===== src/rtl/lp_piped_mac.sv =====
// ---------------------------------------------------------------------------
// lp_piped_mac
//
// Pipelined multiply-add (result = a*b + c, modulo 2^ACC_WIDTH) with a
// launch/arrive handshake, ID tagging and downstream back-pressure.
// Empty stages (bubbles) are squeezed out while the output is stalled, and a
// launch into a completely full, stalled pipe is dropped and flagged.
//
// Ports
//   clk          rising-edge clock
//   rst          synchronous reset, active high
//   a, b, c      multiplicand, multiplier, addend
//   launch       start an operation this cycle
//   launch_id    tag carried with the operation
//   accept_n     low = consumer takes the arriving result this cycle
//   result       a*b+c of the output-stage entry (0 when no entry)
//   arrive       output stage holds a valid result
//   arrive_id    tag of the output-stage entry (0 when no entry)
//   pipe_full    launch cannot be accepted this cycle (combinational)
//   pipe_ovf     one-cycle pulse: a launch was dropped in the previous cycle
//   pipe_census  number of valid stages
// ---------------------------------------------------------------------------
module lp_piped_mac #(
    parameter  int unsigned A_WIDTH   = 8,
    parameter  int unsigned B_WIDTH   = 8,
    parameter  int unsigned ACC_WIDTH = 20,
    parameter  int unsigned ID_WIDTH  = 8,
    parameter  int unsigned STAGES    = 3,
    parameter  int unsigned TC_MODE   = 0,
    localparam int unsigned CW        = $clog2(STAGES + 1)
) (
    input  logic                 clk,
    input  logic                 rst,
    input  logic [A_WIDTH-1:0]   a,
    input  logic [B_WIDTH-1:0]   b,
    input  logic [ACC_WIDTH-1:0] c,
    input  logic                 launch,
    input  logic [ID_WIDTH-1:0]  launch_id,
    input  logic                 accept_n,
    output logic [ACC_WIDTH-1:0] result,
    output logic                 arrive,
    output logic [ID_WIDTH-1:0]  arrive_id,
    output logic                 pipe_full,
    output logic                 pipe_ovf,
    output logic [CW-1:0]        pipe_census
);

    // Stage k (1..STAGES) state; stage STAGES is the output stage.
    logic [STAGES:1]       v_q;
    logic [ACC_WIDTH-1:0]  d_q  [1:STAGES];
    logic [ID_WIDTH-1:0]   id_q [1:STAGES];
    logic [STAGES:1]       go;
    logic [CW-1:0]         census_q;
    logic                  ovf_q;

    logic                  take;
    logic                  retire;
    logic                  a_sx;
    logic                  b_sx;
    logic [ACC_WIDTH-1:0]  a_ext;
    logic [ACC_WIDTH-1:0]  b_ext;
    logic [ACC_WIDTH-1:0]  mac;

    // Operand extension and multiply-add. Operands are held at zero unless a
    // launch is requested so the multiplier does not toggle while idle.
    always_comb begin
        a_sx  = (TC_MODE != 0) && a[A_WIDTH-1];
        b_sx  = (TC_MODE != 0) && b[B_WIDTH-1];
        a_ext = '0;
        b_ext = '0;
        if (launch) begin
            a_ext = {{(ACC_WIDTH - A_WIDTH){a_sx}}, a};
            b_ext = {{(ACC_WIDTH - B_WIDTH){b_sx}}, b};
        end
        mac = a_ext * b_ext + c;
    end

    // Advance enables. The recursive rule go[i] = ~v[i+1] | go[i+1] is
    // flattened: stage i may advance unless the output stalls and every stage
    // below it is occupied. A running AND avoids a combinational self-loop.
    always_comb begin
        logic stall_tail;
        stall_tail  = accept_n & v_q[STAGES];
        go          = '0;
        go[STAGES]  = ~stall_tail;
        for (int unsigned j = 1; j < STAGES; j++) begin
            go[STAGES - j] = ~stall_tail;
            stall_tail     = stall_tail & v_q[STAGES - j];
        end
    end

    assign take      = launch & (~v_q[1] | go[1]);
    assign retire    = v_q[STAGES] & ~accept_n;
    assign pipe_full = v_q[1] & ~go[1];

    always_ff @(posedge clk) begin
        if (rst) begin
            v_q      <= '0;
            census_q <= '0;
            ovf_q    <= 1'b0;
            for (int unsigned k = 1; k <= STAGES; k++) begin
                d_q[k]  <= '0;
                id_q[k] <= '0;
            end
        end else begin
            ovf_q <= launch & pipe_full;

            if (take) begin
                v_q[1]  <= 1'b1;
                d_q[1]  <= mac;
                id_q[1] <= launch_id;
            end else if (go[1]) begin
                v_q[1] <= 1'b0;
            end

            // Payload only moves behind a valid entry, keeping idle stages
            // from toggling.
            for (int unsigned k = 2; k <= STAGES; k++) begin
                if (go[k-1]) begin
                    v_q[k] <= v_q[k-1];
                    if (v_q[k-1]) begin
                        d_q[k]  <= d_q[k-1];
                        id_q[k] <= id_q[k-1];
                    end
                end
            end

            case ({take, retire})
                2'b10:   census_q <= census_q + CW'(1);
                2'b01:   census_q <= census_q - CW'(1);
                default: census_q <= census_q;
            endcase
        end
    end

    assign arrive      = v_q[STAGES];
    assign result      = v_q[STAGES] ? d_q[STAGES]  : '0;
    assign arrive_id   = v_q[STAGES] ? id_q[STAGES] : '0;
    assign pipe_ovf    = ovf_q;
    assign pipe_census = census_q;

endmodule


===== config.mk =====
export PLATFORM = sky130hd
export DESIGN_NAME = lp_piped_mac
export DESIGN_NICKNAME = d
export VERILOG_FILES = /design/src/rtl/lp_piped_mac.sv
export SDC_FILE = /design/constraint.sdc
export NUM_CORES = 1
export LEC_CHECK = 0
export ABC_AREA = 1
export BUFFER_PORTS_ARGS = -buffer_cell sky130_fd_sc_hd__buf_2
export CAP_MARGIN = 20
export CELL_PAD_IN_SITES_DETAIL_PLACEMENT = 1
export CELL_PAD_IN_SITES_GLOBAL_PLACEMENT = 1
export CORE_MARGIN = 3
export CORE_UTILIZATION = 45
export DETAILED_ROUTE_END_ITERATION = 6
export GPL_TIMING_DRIVEN = 0
export HOLD_SLACK_MARGIN = 0.15
export MAX_ROUTING_LAYER = met4
export PLACE_DENSITY_LB_ADDON = 0.3
export SETUP_SLACK_MARGIN = 0.05
export SYNTH_ARGS = -nofsm -noshare
export SYNTH_HDL_FRONTEND = slang
export SYNTH_SLANG_ARGS = --single-unit

===== constraint.sdc =====
create_clock -name clk -period 12.9 [get_ports clk]
set_input_delay 1.935 -clock clk [delete_from_list [all_inputs] [get_ports clk]]
set_output_delay 1.935 -clock clk [all_outputs]
set_load 0.005 [all_outputs]

==> run metrics <==
die area=0.0163 mm2; DIE WIDTH=128 um; worst path required time=13.07 ns; synthesis-to-layout area growth=15.3%; Startpoint Class=input port; Clock Sinks=90; DRC viols=0; crit-path max FO=10; reg2reg end=pipe_census[1]; setup bufs post-CTS=0; commonest non-fill, non-tap cells in the layout=257 x inv_1, 160 x nand2_1, 127 x nor2_1, 84 x edfxtp_1, 82 x buf_2; Max rail drop VDD=0.0652 mV; WL/cell=12.9 um; commonest non-fill, non-tap cell in the layout=inv_1; Die H=128 um; clock share of power=30.3%; Internal Power=621 uW; post-synthesis register bit count=90; first-pass GRT wire length=23.7 mm; setup slack, reg-to-reg=11.15 ns; NumNets Final=1,030; multi-input logic area=0.00296 mm2; Via Count=4,914; largest net degree at the start of global routing=29; H-tree Lvls=3; Critical Path End Type=flip-flop; CP Launch Point=launch; cts-stage hold buffer count=0; clk root buf=clkbuf_16; initial drt markers=107; mux cell area share after synthesis=0%; Worst Reg2Reg Path Length in Cells=10; IO Pins=81; Post-DRT Antenna Nets=0; Post-synth EDFFs=84; Slew @ Worst Pin=0.369 ns; setup TNS=0 ns; Tcrit/Tclk final=46.4%; RSZ-0062 raised after global routing=false; antenna violations before repair=0; # setup viols final=0; switching pwr=299 uW; PwrDens=120 mW/mm2; worst-case clock skew=0.00559 ns; synthesized area=0.00667 mm2; Setup CP Type=input port to flip-flop; Pleak=0.00434 uW; Max Cap Viol=0; gate count of the mapped netlist=797; syn nets=937; Tmin final=5.99 ns; Seq. cell area=0.00264 mm2; total grt overflow=0; pins over their slew limit=0; share of cells above drive strength 1=13.6%; Worst Hold Path EP=pipe_census[1]; vias in the first global route=5,231; DP Area=0.00731 mm2; fillcell total=1,748; via-per-instance ratio=4.57; maximum clock path buffer count=2; Reg power frac=38.6%; Worst slew margin=75.4%; main flop type after synthesis=edfxtp_1; min-delay src=pipe_census[1]; RD Place Congestion=0.918; Switching Fraction=32.5%; Synth async-reset ratio=0%; Reg2Reg Launch Point=v_q[3]; CP Data Arrival Time=6.16 ns; post-DP HPWL=11.7 mm; Mean Syn Cell Area=8.37 um2; Compound-Gate Fraction of Synth Area=1.95%; synth warn=0; Post-Synth XOR/XNOR Area=0.394%; Logic pwr share=31.1%; clk_lat worst skew=0.33 ns; Hold Fails Final Rpt=0; largest family of logic cells by synthesized area=adder cells; ANT cells=0; total core area=0.0142 mm2; Synth Area in Simple Gates=19.1%; Port Buf Inserts=79; starting density of the core=47.0%; hold crit path type=flip-flop to flip-flop; CTS tree=yes; Peak Freq=0.167 GHz; status=completed; register area share after synthesis=39.6%; total track usage=18.5%; CTS buffer count=9; hold path depth=2; total wire length=13.9 mm; # resized after CTS=0; Clock transition at path regs=0.06 ns; Util after Layout=54.2%; Yosys cell types=32; post-route cell area=0.00769 mm2; placement row count=43; Synth Area in Adders=22.9%; first drt pass iteration count=4
## layout make-up
type	instances	area share [%]
timing repair buffer	82	6.05
multi-input combinational	436	38.5
buffer	11	1.19
tap	180	2.93
inverter	260	12.7
sequential	90	34.3
clock inverter	7	1.33
clock buffer	9	2.93
## state kept, by name, indices dropped and copies added, names as in the netlist
| name | flops |
|---|---|
| id_q | 24 |
| v_q | 3 |
| pipe_census | 2 |
| d_q | 60 |
| pipe_ovf | 1 |
## synth_stat cells (2+ instances only)
cell        n  area, um2
nand3b_1    2       15.0
a21oi_1    18       90.1
nand3_1    10       50.1
buf_6       6       67.6
nand3_2     2       20.0
nor3_1      4       20.0
o21ai_2     2       17.5
xor2_1      2       17.5
dfxtp_1     6        120
nor2_1    127        477
edfxtp_1   84       2520
buf_2       3       15.0
and2_1      2       12.5
fa_1       50       1000
nand2_2     3       18.8
o21ai_0     3       15.0
inv_1     257        965
nor2_4      2       22.5
ha_1       42        526
nand2_1   160        601
## worst max-delay path by stage
stage               slack [ns]  cells after the start    endpoint
global route              6.60                     20  d_q[0][35]
floorplan                 7.11                     19  d_q[0][38]
global placement          6.56                     20  d_q[0][35]
finish                    6.91                     20  d_q[0][35]
detailed placement        6.53                     18  d_q[0][39]
CTS                       6.88                     18  d_q[0][39]
## worst max-delay path, stage by stage
cell      delay (ns)
clkbuf_2        0.19
buf_2           0.30
nand2_1         0.16
nor2_1          0.18
fa_1            0.47
fa_1            0.52
fa_1            0.55
inv_1           0.06
fa_1            0.52
inv_1           0.04
ha_1            0.36
nand2_1         0.12
inv_1           0.07
a21oi_1         0.14
nand2_1         0.15
nand2_1         0.11
nand2_1         0.05
nand2_1         0.05
inv_1           0.04
nor2_1          0.14
## logic make-up after synthesis
kind of cell    Yosys count
simple gates            317
buf+inv                 271
fa+ha+maj                92
flops                    90
compound gates           24
xor+xnor                  3
## power groups by stage
stage | Combinational (uW) | Sequential (uW) | Clock (uW)
after floorplan | 211 | 359 | 0
after global placement | 274 | 360 | 0
after detailed placement | 287 | 362 | 0
after CTS | 290 | 356 | 284
after global routing | 338 | 357 | 297
final | 286 | 355 | 279
## through the flow
step	setup WS, ns	hold WS, ns	total power, uW	instances
after floorplan	7.11	0.498	570	797
after global placement	6.56	0.509	634	1056
after detailed placement	6.53	0.535	649	1057
after CTS	6.88	0.546	930	1073
after global routing	6.60	0.578	992	1075
final	6.91	0.539	921	1075
## routing by layer
layer,wire (um),global-route usage (%)
met1,5710,20.7
met2,7580,34.3
met3,382,2.21
met4,238,5.49
met5,0,-
No activity file was read; power rests on OpenSTA's default activity.
